File: src/rtl/fifo_arb_pkg.sv
// Shared types for the FIFO write-port arbiter.
package fifo_arb_pkg;

    typedef enum logic [0:0] {
        IDLE = 1'b0,
        LOCK = 1'b1
    } arb_state_e;

endpackage

File: src/rtl/rr_arbiter.sv
// Combinational round-robin picker: first set request searched upward from ptr+1, with wrap.
module rr_arbiter #(
    parameter int unsigned NumReq = 4
) (
    input  logic [NumReq-1:0]         req,
    input  logic [$clog2(NumReq)-1:0] ptr,
    output logic [NumReq-1:0]         gnt,
    output logic                      any
);

    localparam int unsigned PtrW = $clog2(NumReq);

    logic [PtrW-1:0] idx;
    logic            found;

    always_comb begin
        gnt   = '0;
        found = 1'b0;
        idx   = '0;
        for (int unsigned i = 1; i <= NumReq; i++) begin
            idx = PtrW'((32'(ptr) + i) % NumReq);
            if (!found && req[idx]) begin
                gnt[idx] = 1'b1;
                found    = 1'b1;
            end
        end
    end

    assign any = |req;

endmodule

File: src/rtl/fifo_wr_arbiter.sv
// Round-robin arbiter sharing one FIFO write port among NumReq valid/ready producers.
// A grant is held for a packet or MaxBurst words, then released through one IDLE cycle.
module fifo_wr_arbiter
    import fifo_arb_pkg::*;
#(
    parameter int unsigned NumReq     = 4,
    parameter int unsigned WordLength = 8,
    parameter int unsigned MaxBurst   = 16
) (
    input  logic                                 clk_i,
    input  logic                                 rst_i,
    input  logic [NumReq-1:0]                    req_valid_i,
    input  logic [NumReq-1:0][WordLength-1:0]    req_data_i,
    input  logic [NumReq-1:0]                    req_last_i,
    output logic [NumReq-1:0]                    req_ready_o,
    output logic                                 fifo_wr_o,
    output logic [WordLength-1:0]                fifo_wdata_o,
    input  logic                                 fifo_full_i,
    output logic [NumReq-1:0]                    grant_o,
    output logic                                 busy_o
);

    localparam int unsigned PtrW  = $clog2(NumReq);
    localparam int unsigned BeatW = $clog2(MaxBurst + 1);

    arb_state_e        state_q, state_d;
    logic [NumReq-1:0] grant_q, grant_d;
    logic [PtrW-1:0]   ptr_q, ptr_d;
    logic [BeatW-1:0]  beat_q, beat_d, beat_inc;
    logic [PtrW-1:0]   g_idx;
    logic [NumReq-1:0] rr_gnt;
    logic              rr_any;
    logic              wr_c;

    rr_arbiter #(
        .NumReq (NumReq)
    ) u_rr (
        .req (req_valid_i),
        .ptr (ptr_q),
        .gnt (rr_gnt),
        .any (rr_any)
    );

    // Index of the held one-hot grant.
    always_comb begin
        g_idx = '0;
        for (int unsigned i = 0; i < NumReq; i++) begin
            if (grant_q[PtrW'(i)]) begin
                g_idx = PtrW'(i);
            end
        end
    end

    assign beat_inc = beat_q + BeatW'(1);

    // Next state plus the combinational handshake; nothing is accepted while reset is asserted.
    always_comb begin
        state_d      = state_q;
        grant_d      = grant_q;
        ptr_d        = ptr_q;
        beat_d       = beat_q;
        req_ready_o  = '0;
        wr_c         = 1'b0;
        fifo_wdata_o = '0;

        case (state_q)
            IDLE: begin
                if (rr_any) begin
                    grant_d = rr_gnt;
                    beat_d  = '0;
                    state_d = LOCK;
                end
            end
            LOCK: begin
                fifo_wdata_o = req_data_i[g_idx];
                if (!rst_i) begin
                    req_ready_o[g_idx] = !fifo_full_i;
                    wr_c               = req_valid_i[g_idx] & !fifo_full_i;
                end
                if (wr_c) begin
                    beat_d = beat_inc;
                    if (req_last_i[g_idx] || (beat_inc == BeatW'(MaxBurst))) begin
                        state_d = IDLE;
                        grant_d = '0;
                        ptr_d   = g_idx;
                    end
                end
            end
            default: state_d = IDLE;
        endcase
    end

    // ptr resets to the last producer so producer 0 wins first.
    always_ff @(posedge clk_i) begin
        if (rst_i) begin
            state_q <= IDLE;
            grant_q <= '0;
            ptr_q   <= PtrW'(NumReq - 1);
            beat_q  <= '0;
        end else begin
            state_q <= state_d;
            grant_q <= grant_d;
            ptr_q   <= ptr_d;
            beat_q  <= beat_d;
        end
    end

    assign fifo_wr_o = wr_c;
    assign grant_o   = grant_q;
    assign busy_o    = (state_q == LOCK);

endmodule

File: config.mk
export PLATFORM = sky130hd
export DESIGN_NAME = fifo_wr_arbiter
export DESIGN_NICKNAME = d
export VERILOG_FILES = /design/src/rtl/fifo_arb_pkg.sv /design/src/rtl/rr_arbiter.sv /design/src/rtl/fifo_wr_arbiter.sv
export SDC_FILE = /design/constraint.sdc
export NUM_CORES = 1
export LEC_CHECK = 0
export CAP_MARGIN = 20
export CORE_MARGIN = 10
export CORE_UTILIZATION = 30
export CTS_BUF_LIST = sky130_fd_sc_hd__clkbuf_8
export CTS_CLUSTER_DIAMETER = 150
export DETAILED_ROUTE_END_ITERATION = 8
export HOLD_SLACK_MARGIN = 0.03
export PLACE_DENSITY = 0.65
export SKIP_LAST_GASP = 1
export SLEW_MARGIN = 0
export SYNTH_ARGS = -nofsm -noshare
export SYNTH_HDL_FRONTEND = slang
export SYNTH_SLANG_ARGS = --single-unit
File: constraint.sdc
create_clock -name clk_i -period 2.8 [get_ports clk_i]
set_input_delay 0.28 -clock clk_i [delete_from_list [all_inputs] [get_ports clk_i]]
set_output_delay 0.28 -clock clk_i [all_outputs]
set_load 0.03 [all_outputs]
Word-level counts from Yosys, hierarchy flattened
Index checks and enable logic that the tools add are counted.
{"block": "op_classes", "n_reduce_logical": 17, "n_eq_ne": 4, "order_cmp": 10, "n_bitwise": 6, "muxes": 51, "add_sub_neg": 5}
{"op": "4-bit 2-to-1 mux", "n": 9}
{"op": "1-bit 2-to-1 mux", "n": 21}
{"op": "8-bit binary-select mux with 2-bit select", "n": 1}
{"op": "8-bit 2-to-1 mux", "n": 2}
{"op": "2-bit by 3-bit less-than comparator with 1-bit output (second input constant)", "n": 5}
{"op": "1-bit binary-select mux with 2-bit select", "n": 6}
{"op": "4-bit OR", "n": 3}
{"op": "1-bit demux with 2-bit select", "n": 5}
{"op": "2-bit by 1-bit greater-or-equal comparator with 1-bit output (second input constant)", "n": 5}
{"op": "5-bit 2-to-1 mux", "n": 2}
{"op": "5-bit one-hot mux with 2 select lines", "n": 1}
{"op": "1-bit logical AND", "n": 8}
{"op": "4-bit one-hot mux with 2 select lines", "n": 1}
{"op": "3-bit AND reduction", "n": 2}
{"op": "5-bit by 1-bit adder with 5-bit output (second input constant)", "n": 1}
{"op": "5-bit == test (second input constant)", "n": 1}
{"op": "2-bit by 1-bit adder with 2-bit output (second input constant)", "n": 2}
{"op": "2-bit adder (second input constant)", "n": 2}
{"op": "4-bit bitwise AND", "n": 1}
{"op": "1-bit logical NOT", "n": 4}
{"op": "2-bit 2-to-1 mux", "n": 2}
{"op": "2-bit by 1-bit inequality test with 1-bit output (second input constant)", "n": 2}
{"op": "4-bit OR reduction", "n": 1}
{"op": "2-bit inequality test (second input constant)", "n": 1}
{"op": "5 further kinds", "n": 5}
{"block": "word_totals", "out_inout_bits": 18, "ff_bits": 12}

Longest topological paths before layout
Gate-level depths: netlist of the first run.
{"block": "depth", "depth_word": 15, "ltp_mapped": 8, "depth_no_buf": 7}

Modules after synthesis
A second synthesis of the first run with hierarchy kept.
{"block": "unflattened", "hier_cells": 169, "hier_area_um2": 1357.6}
{"module": "fifo_wr_arbiter", "seq_area_each_um2": 240.2, "cells_each": 130, "instances": 1, "area_per_inst_um2": 992.2}
{"module": "rr_arbiter", "seq_area_each_um2": 0.0, "cells_each": 39, "instances": 1, "area_per_inst_um2": 365.4}

Worst setup path after synthesis of the first run
OpenSTA, ideal clock, no wires.
{"block": "synth_timing", "kind": "register to output", "from": "register grant_q[1] (netlist: grant_o[1])", "to": "output port req_ready_o[1]", "required_ns": 2.520, "path_slack_ns": 0.351, "path_buffers": 2, "t_arrival_ns": 2.169, "stages_incl_launch_ff": 4, "cell_sequence": "dfxtp_1 -> buf_2 -> buf_1 -> nor4b_1"}
{"block": "synth_via", "elab_chain_len": 10, "elab_cells_between_ends": 11, "cone_classes": "order compare: 2; mux: 7; bitwise: 1; reduce/logical: 1"}
{"item": "from (decl)", "line": "fifo_wr_arbiter.sv:27", "source": "logic [NumReq-1:0] grant_q, grant_d;"}
{"item": "from (signal assigned)", "line": "fifo_wr_arbiter.sv:102", "source": "grant_q <= grant_d;"}
{"item": "1-bit 2-to-1 mux (*)", "line": "fifo_wr_arbiter.sv:48", "source": "if (grant_q[PtrW'(i)]) begin"}
{"item": "2-bit 2-to-1 mux (*) (2 in a row)", "line": "fifo_wr_arbiter.sv:48"}
{"item": "2-bit by 3-bit less-than comparator with 1-bit output (implied by the code) or 2-bit by 1-bit greater-or-equal comparator with 1-bit output (tied branches)", "line": "fifo_wr_arbiter.sv:77", "source": "req_ready_o[g_idx] = !fifo_full_i;"}
{"item": "1-bit logical AND (implied by the code)", "line": "fifo_wr_arbiter.sv:77"}
{"item": "1-bit 2-to-1 mux (implied by the code)", "line": "fifo_wr_arbiter.sv:77"}
{"item": "1-bit demux with 2-bit select (*)", "line": "fifo_wr_arbiter.sv:77"}
{"item": "4-bit bitwise AND (no line) (*)"}
{"item": "4-bit 2-to-1 mux (*)", "line": "fifo_wr_arbiter.sv:76", "source": "if (!rst_i) begin"}
{"item": "4-bit 2-to-1 mux (*)", "line": "fifo_wr_arbiter.sv:66", "source": "case (state_q)"}
{"item": "to (decl)", "line": "fifo_wr_arbiter.sv:15", "source": "output logic [NumReq-1:0] req_ready_o,"}
Mark *: on every way between the ends. The rest lies on a longest branch, timed or not.

Worst setup path in the final report of the first run
{"block": "layout_timing", "from": "register state_q (netlist: busy_o)", "to": "output port req_ready_o[1]"}
{"block": "layout_via", "elab_chain_len": 1}
{"item": "from (decl)", "line": "fifo_wr_arbiter.sv:26", "source": "arb_state_e state_q, state_d;"}
{"item": "from (signal assigned)", "line": "fifo_wr_arbiter.sv:101", "source": "state_q <= state_d;"}
{"item": "4-bit 2-to-1 mux", "line": "fifo_wr_arbiter.sv:66"}
Every way passes these cells.

==> results.md, run 1 <==
- Status: finished clean
- Die H: 85.6 um
- CP peak stage delay: 0.75 ns
- WL/cell: 15.6 um
- CTS max path bufs: 2
- CP Cell Sequence: or3b_4 > nor4b_1 > clkdlybuf4s50_1
- Hold Slack: 0.521 ns
- Die Span X: 85.6 um
- CP endpoint kind: output pin
- Minimum clock period: 2.53 ns
- Synth Register Bits: 12
- Post-synth ARST share: 0%
- Crit Path Category: register to output pin
- Period utilization: 90.2%
- Core area: 4090 um2
- RSZ-0062 raised after global routing: no
- Top_reg_cell synth: dfxtp_1
- Maximum clock rate: 396 MHz
- Slew at the pin with the worst max-slew slack: 0.782 ns
- Starting Density: 31.6%
- Pwr Density: 347 nW/um2
- Mapped Area: 1290 um2
- Seq/Total Area, Yosys: 18.6%
- Max-slew violation count: 0
- Post-synth EDFFs: 0
- Area growth syn-to-layout: 53.8%
- Area occupied by multi-input gates: 992 um2
- Rows: 23
- Synth cell types: 34
- Fillers: 403
- Clock root buffer: clkbuf_8
- Initial antenna violation count: 0
- CP delay by family, top: buffers and inverters
- HPWL reported at the end of detailed placement: 3.40 mm
- CTS sink count: 12
- Setup-failing EPs final: 0
- Antenna viol nets, final: 0
- Final Hold Fails: 0
- Nets: 277
- Layout cells sized above 1: 9.42%
- DRT Pass-1 Iters: 4
- CP max stage cell: clkdlybuf4s50_1
- Synthesized area per cell: 7.77 um2
- Number of max-cap violations: 0
- DR vias/cell: 5.24
- Largest net degree at the start of global routing: 27
- Slew margin rel.: 47.8%
- Grt ovf: 0
- Yosys warns: 0
- Drt initial violations: 49
- Cells after synthesis: 166
- Wirelength, routed: 4.27 mm
- Vias in the first global route: 1344
- Reg area: 241 um2
- Util after Layout: 48.6%
- Die area: 7320 um2
- Commonest cells after routing, fill and taps aside: clkdlybuf4s50_1 (59), nor2_1 (21), mux2i_1 (14), a21oi_1 (14), nand2_1 (13)
- Hold depth: 1
- Setup_tns: 0 ns
- CTS tree: done
- Reg clk slew, reported paths: 0.05 ns
- LEAKAGE: 0.728 nW
- Critical Path AT: 2.25 ns
- Via count: 1431
- Hold Crit Class: register to register
- Commonest non-fill, non-tap cell in the layout: clkdlybuf4s50_1
- Required time of the critical path: 2.52 ns
- H-tree Lvls: 1
- CTS Hold Buffers Added: 0
- Worst-Skew Late Latency: 0.23 ns
- GRT Util Overall: 11.0%
- WP depth: 3
- Largest cells by area after synthesis: dfxtp_1 (19%), mux2i_1 (11%), ha_1 (8.7%)
- ANT cells: 0
- RD Place Congestion: 0.841
- VDD IR-drop max: 0.000280 V
- Clock Skew: 0.00306 ns
- TritonCTS buffer count: 3
- Crit path buf inv count: 1
- # IOs: 61
- Net Count, Synth: 218
- Cell taking the most area after synthesis: dfxtp_1
- Post-synth top area share: 18.6%
- Worst R2R Path Depth: 7
- # DRC: 0
- Crit Path Max Fanout: 13
- First-pass GRT wire length: 6.84 mm
- Startpoint types: register
- IO buf count: 60
final timing paths:
check             slack, ns              startpoint                      end
setup / recovery       0.27       busy_o$_SDFF_PP0_           req_ready_o[1]
setup reg to reg       0.53   ptr_q[0]$_SDFFE_PP1P_  grant_o[3]$_SDFFE_PP0P_
hold / removal         0.52  beat_q[2]$_SDFFE_PP0P_   beat_q[2]$_SDFFE_PP0P_
hold reg to reg        0.52  beat_q[2]$_SDFFE_PP0P_   beat_q[2]$_SDFFE_PP0P_
synthesized netlist by cell type, types with 3 or more instances:
master	instances
or2_2	3
o21ai_0	10
a221o_1	4
inv_1	5
nor2b_1	3
nor3b_1	3
a21oi_1	14
dfxtp_1	12
nand3_1	6
ha_1	9
nand2_1	13
mux2i_1	14
clkbuf_1	7
nor4_1	4
nor2_1	21
and2_1	9
sequential cells by signal, summed over array words and instances (netlist names):
| register | count |
|---|---|
| busy_o | 1 |
| ptr_q | 2 |
| grant_o | 4 |
| beat_q | 5 |
area by class of cell:
class	instances	share of cell area, %
Multi-Input combinational cell	139	50.0
Timing Repair Buffer	64	31.7
Sequential cell	12	12.2
Tap cell	50	3.15
Clock buffer	3	2.08
Inverter	5	0.946
through the flow:
stage | worst slack [ns] | power [mW] | cell area, um2 | instances
2_1_floorplan | 0.351 | 0.399 | 1290 | 166
3_3_place_gp | 0.380 | 0.543 | 1940 | 270
3_5_place_dp | 0.365 | 0.544 | 1940 | 270
4_1_cts | 0.162 | 0.695 | 1980 | 273
5_1_grt | 0.156 | 0.737 | 1980 | 273
6_report | 0.273 | 0.688 | 1980 | 273
layer usage:
metal / part of all wire [%] / track usage [%] / wire length [um]
met1: 48 / 14.3 / 2070
met2: 46 / 18.4 / 1970
met3: 5.3 / 2.55 / 226
met4: 0.33 / 1.35 / 14
met5: 0 / 0 / 0
kinds of logic (layout without fill, tap and decap cells):
group | Yosys count | count (layout) | share of synthesized area, %
AO/OA/AOI/OAI | 44 | 44 | 26.0
adder cells (fa/ha/maj) | 9 | 9 | 8.73
buffers and inverters | 15 | 72 | 4.46
flip-flops | 12 | 12 | 18.6
multiplexers | 16 | 16 | 14.4
AND/OR/NAND/NOR | 70 | 70 | 27.8
power breakdown:
group	switching (mW)	total, mW	internal (mW)
logic	0.157	0.326	0.169
registers	0.0314	0.213	0.181
clock network	0.0549	0.149	0.0941
worst reg2reg max path, delay by kind of cell (launching register included):
family                     cells  cell delay [ns]
muxes                          1             0.43
buffers and inverters          1             0.11
adders and majority gates      1             0.46
DFF                            1             0.32
and+or+nand+nor                1             0.30
AOI/OAI and AO/OA              3             0.55
repair_timing:
| item | CTS | global route |
|---|---|---|
| hold endpoints to repair | 0 | 0 |
| resized for setup | 0 | 1 |
| endpoints found under the setup margin | 0 | 3 |
| setup buffers | 0 | 0 |
Note: power is estimated with default switching activity, not from simulation.
==> run 2, diff against run 1 <==
--- a/config.mk
+++ b/config.mk
@@ -6,15 +6,18 @@
 export NUM_CORES = 1
 export LEC_CHECK = 0
 export CAP_MARGIN = 20
+export CELL_PAD_IN_SITES_DETAIL_PLACEMENT = 1
+export CELL_PAD_IN_SITES_GLOBAL_PLACEMENT = 1
 export CORE_MARGIN = 10
-export CORE_UTILIZATION = 30
+export CORE_UTILIZATION = 29
 export CTS_BUF_LIST = sky130_fd_sc_hd__clkbuf_8
 export CTS_CLUSTER_DIAMETER = 150
 export DETAILED_ROUTE_END_ITERATION = 8
 export HOLD_SLACK_MARGIN = 0.03
-export PLACE_DENSITY = 0.65
+export PLACE_DENSITY = 0.85
 export SKIP_LAST_GASP = 1
 export SLEW_MARGIN = 0
 export SYNTH_ARGS = -nofsm -noshare
 export SYNTH_HDL_FRONTEND = slang
 export SYNTH_SLANG_ARGS = --single-unit
+export TNS_END_PERCENT = 5
==> run 2 against run 1 <==
Net effect:
- clock-buffer cell count is 1 higher
- setup slack worse by 0.032 ns
- wire length is 14% higher
- via count is 2.3% higher
- die area is 2.6% higher
- sequential share of layout area is 0.099 points lower
- final cell count is 1.1% higher
- final area is 0.82% higher
- total power is 7.5% higher
- non-clock buffer count stayed put
- combinational power is 3% higher
- maximum frequency is 1.3% lower
- critical path type unchanged
==> results.md, run 2 (synthesis gave the netlist of run 1 again) <==
- Rows: 24
- Post-placement cell count: 272
- Slew at the pin with the worst max-slew slack: 0.818 ns
- Worst r2r src: grant_o[1]$_SDFFE_PP0P_
- Util after Layout: 46.3%
- Via count: 1464
- Vias in the first global route: 1518
- RD Place Congestion: 0.816
- Slew margin rel.: 45.4%
- CP endpoint kind: output pin
- Largest Register: beat_q
- ANT cells: 0
- Clock root buffer: clkbuf_8
- Hold Crit Class: register to register
- Crit Path Max Fanout: 11
- Nets: 277
- Status: finished clean
- Wirelength, routed: 4.85 mm
- Startpoint types: register
- Minimum clock period: 2.56 ns
- Setup_tns: 0 ns
- Core area: 4320 um2
- Setup crit start: grant_o[1]$_SDFFE_PP0P_
- Commonest non-fill, non-tap cell in the layout: clkdlybuf4s50_1
- Die H: 86.7 um
- CTS sink count: 12
- CP delay by family, top: flip-flops
- Crit path buf inv count: 3
- CTS max path bufs: 2
- Clock Skew: 0.00777 ns
- Area growth syn-to-layout: 55.1%
- Final Hold Fails: 0
- Area occupied by multi-input gates: 992 um2
- Required time of the critical path: 2.52 ns
- WL/cell: 17.6 um
- Critical path endpoint: fifo_wr_o
- Die area: 7520 um2
- Max reg flops: 5
- CP max stage cell: dfxtp_1
- Maximum clock rate: 391 MHz
- Layout cells sized above 1: 9.82%
- Starting Density: 29.8%
- Most used cell, CP: buf_4
- WP depth: 5
- Worst R2R Path Depth: 7
- Period utilization: 91.4%
- Crit Path Category: register to output pin
- Fillers: 541
- Worst-Skew Late Latency: 0.25 ns
- CP peak stage delay: 0.70 ns
- Setup bufs post-CTS: 0
- First-pass GRT wire length: 7.86 mm
- RSZ-0062 raised after global routing: no
- Critical Path AT: 2.28 ns
- GRT Util Overall: 12.7%
- DRT Pass-1 Iters: 4
- Pwr Density: 369 nW/um2
- Drt initial violations: 90
- HPWL reported at the end of detailed placement: 3.88 mm
- Number of max-cap violations: 0
- # DRC: 0
- VDD IR-drop max: 0.000312 V
- IO buf count: 60
- RR Endpoint: beat_q[2]$_SDFFE_PP0P_
- CP Cell Sequence: buf_4 > mux2i_1 > a2111o_1 > inv_1 > buf_4
- CTS tree: done
- Grt ovf: 0
- Setup-failing EPs final: 0
- Reg area: 241 um2
- H-tree Lvls: 1
- Antenna viol nets, final: 0
- Commonest cells after routing, fill and taps aside: clkdlybuf4s50_1 (59), nor2_1 (21), mux2i_1 (14), a21oi_1 (14), nand2_1 (13)
- # IOs: 61
- DR vias/cell: 5.30
- PostCTS Resize Cnt: 0
- Non-filler cells, final: 276
- Die Span X: 86.7 um
- Reg clk slew, reported paths: 0.06 ns
- Total power: 739 uW
- Max-slew violation count: 0
- CTS Hold Buffers Added: 0
- Slack of the worst reg-to-reg path: 0.45 ns
- Initial antenna violation count: 0
- TritonCTS buffer count: 3
- LEAKAGE: 0.735 nW
- Largest net degree at the start of global routing: 27
[run 2: cell types whose count changed in the layout (fill, tap and decap cells not counted), sizes merged]
cell,change
clkbuf,+1
[run 2: final cells by class]
class	count	share of cell area [%]
Multi-Input combinational cell	139	49.6
Timing Repair Buffer	64	31.4
Sequential cell	12	12.1
Tap cell	52	3.25
Clock buffer	4	2.75
Inverter	5	0.938
[run 2: metrics by stage]
stage,setup WS (ns),cell area [um2],hold WS [ns]
2_1_floorplan,0.351,1290,0.349
3_3_place_gp,0.397,1940,0.496
3_5_place_dp,0.366,1940,0.498
4_1_cts,0.124,2000,0.508
5_1_grt,0.0394,2000,0.559
6_report,0.241,2000,0.505
[run 2: layer usage]
| metal | GRT usage (%) | share of wire (%) | wire, um |
|---|---|---|---|
| met5 | 0 | 0 | 0 |
| met4 | 2.21 | 0.62 | 30 |
| met3 | 3.38 | 5.1 | 246 |
| met2 | 20.9 | 47 | 2280 |
| met1 | 16.3 | 47 | 2290 |
[run 2: power breakdown]
part	internal (mW)	switching, mW	total [mW]	leakage, nW
Clock	0.124	0.0679	0.192	0.0288
Sequential	0.181	0.0309	0.212	0.0985
Combinational	0.170	0.165	0.335	0.608
[run 2: tightest hold or removal path, stage by stage, from the launching register on]
cell and delay, ns:
dfxtp_1 0.31, nor2_1 0.10, nor4_1 0.05
[run 2: how the worst min path moves through the flow]
| stage | from | endpoint | slack (ns) | depth (start not counted) |
|---|---|---|---|---|
| 2_1_floorplan | rst_i | grant_o[2]$_SDFFE_PP0P_ | 0.35 | 1 |
| 3_3_place_gp | grant_o[0]$_SDFFE_PP0P_ | grant_o[0]$_SDFFE_PP0P_ | 0.50 | 2 |
| 3_5_place_dp | grant_o[0]$_SDFFE_PP0P_ | grant_o[0]$_SDFFE_PP0P_ | 0.50 | 2 |
| 4_1_cts | grant_o[0]$_SDFFE_PP0P_ | grant_o[0]$_SDFFE_PP0P_ | 0.51 | 2 |
| 5_1_grt | beat_q[4]$_SDFFE_PP0P_ | beat_q[4]$_SDFFE_PP0P_ | 0.56 | 2 |
| 6_report | grant_o[0]$_SDFFE_PP0P_ | grant_o[0]$_SDFFE_PP0P_ | 0.51 | 2 |
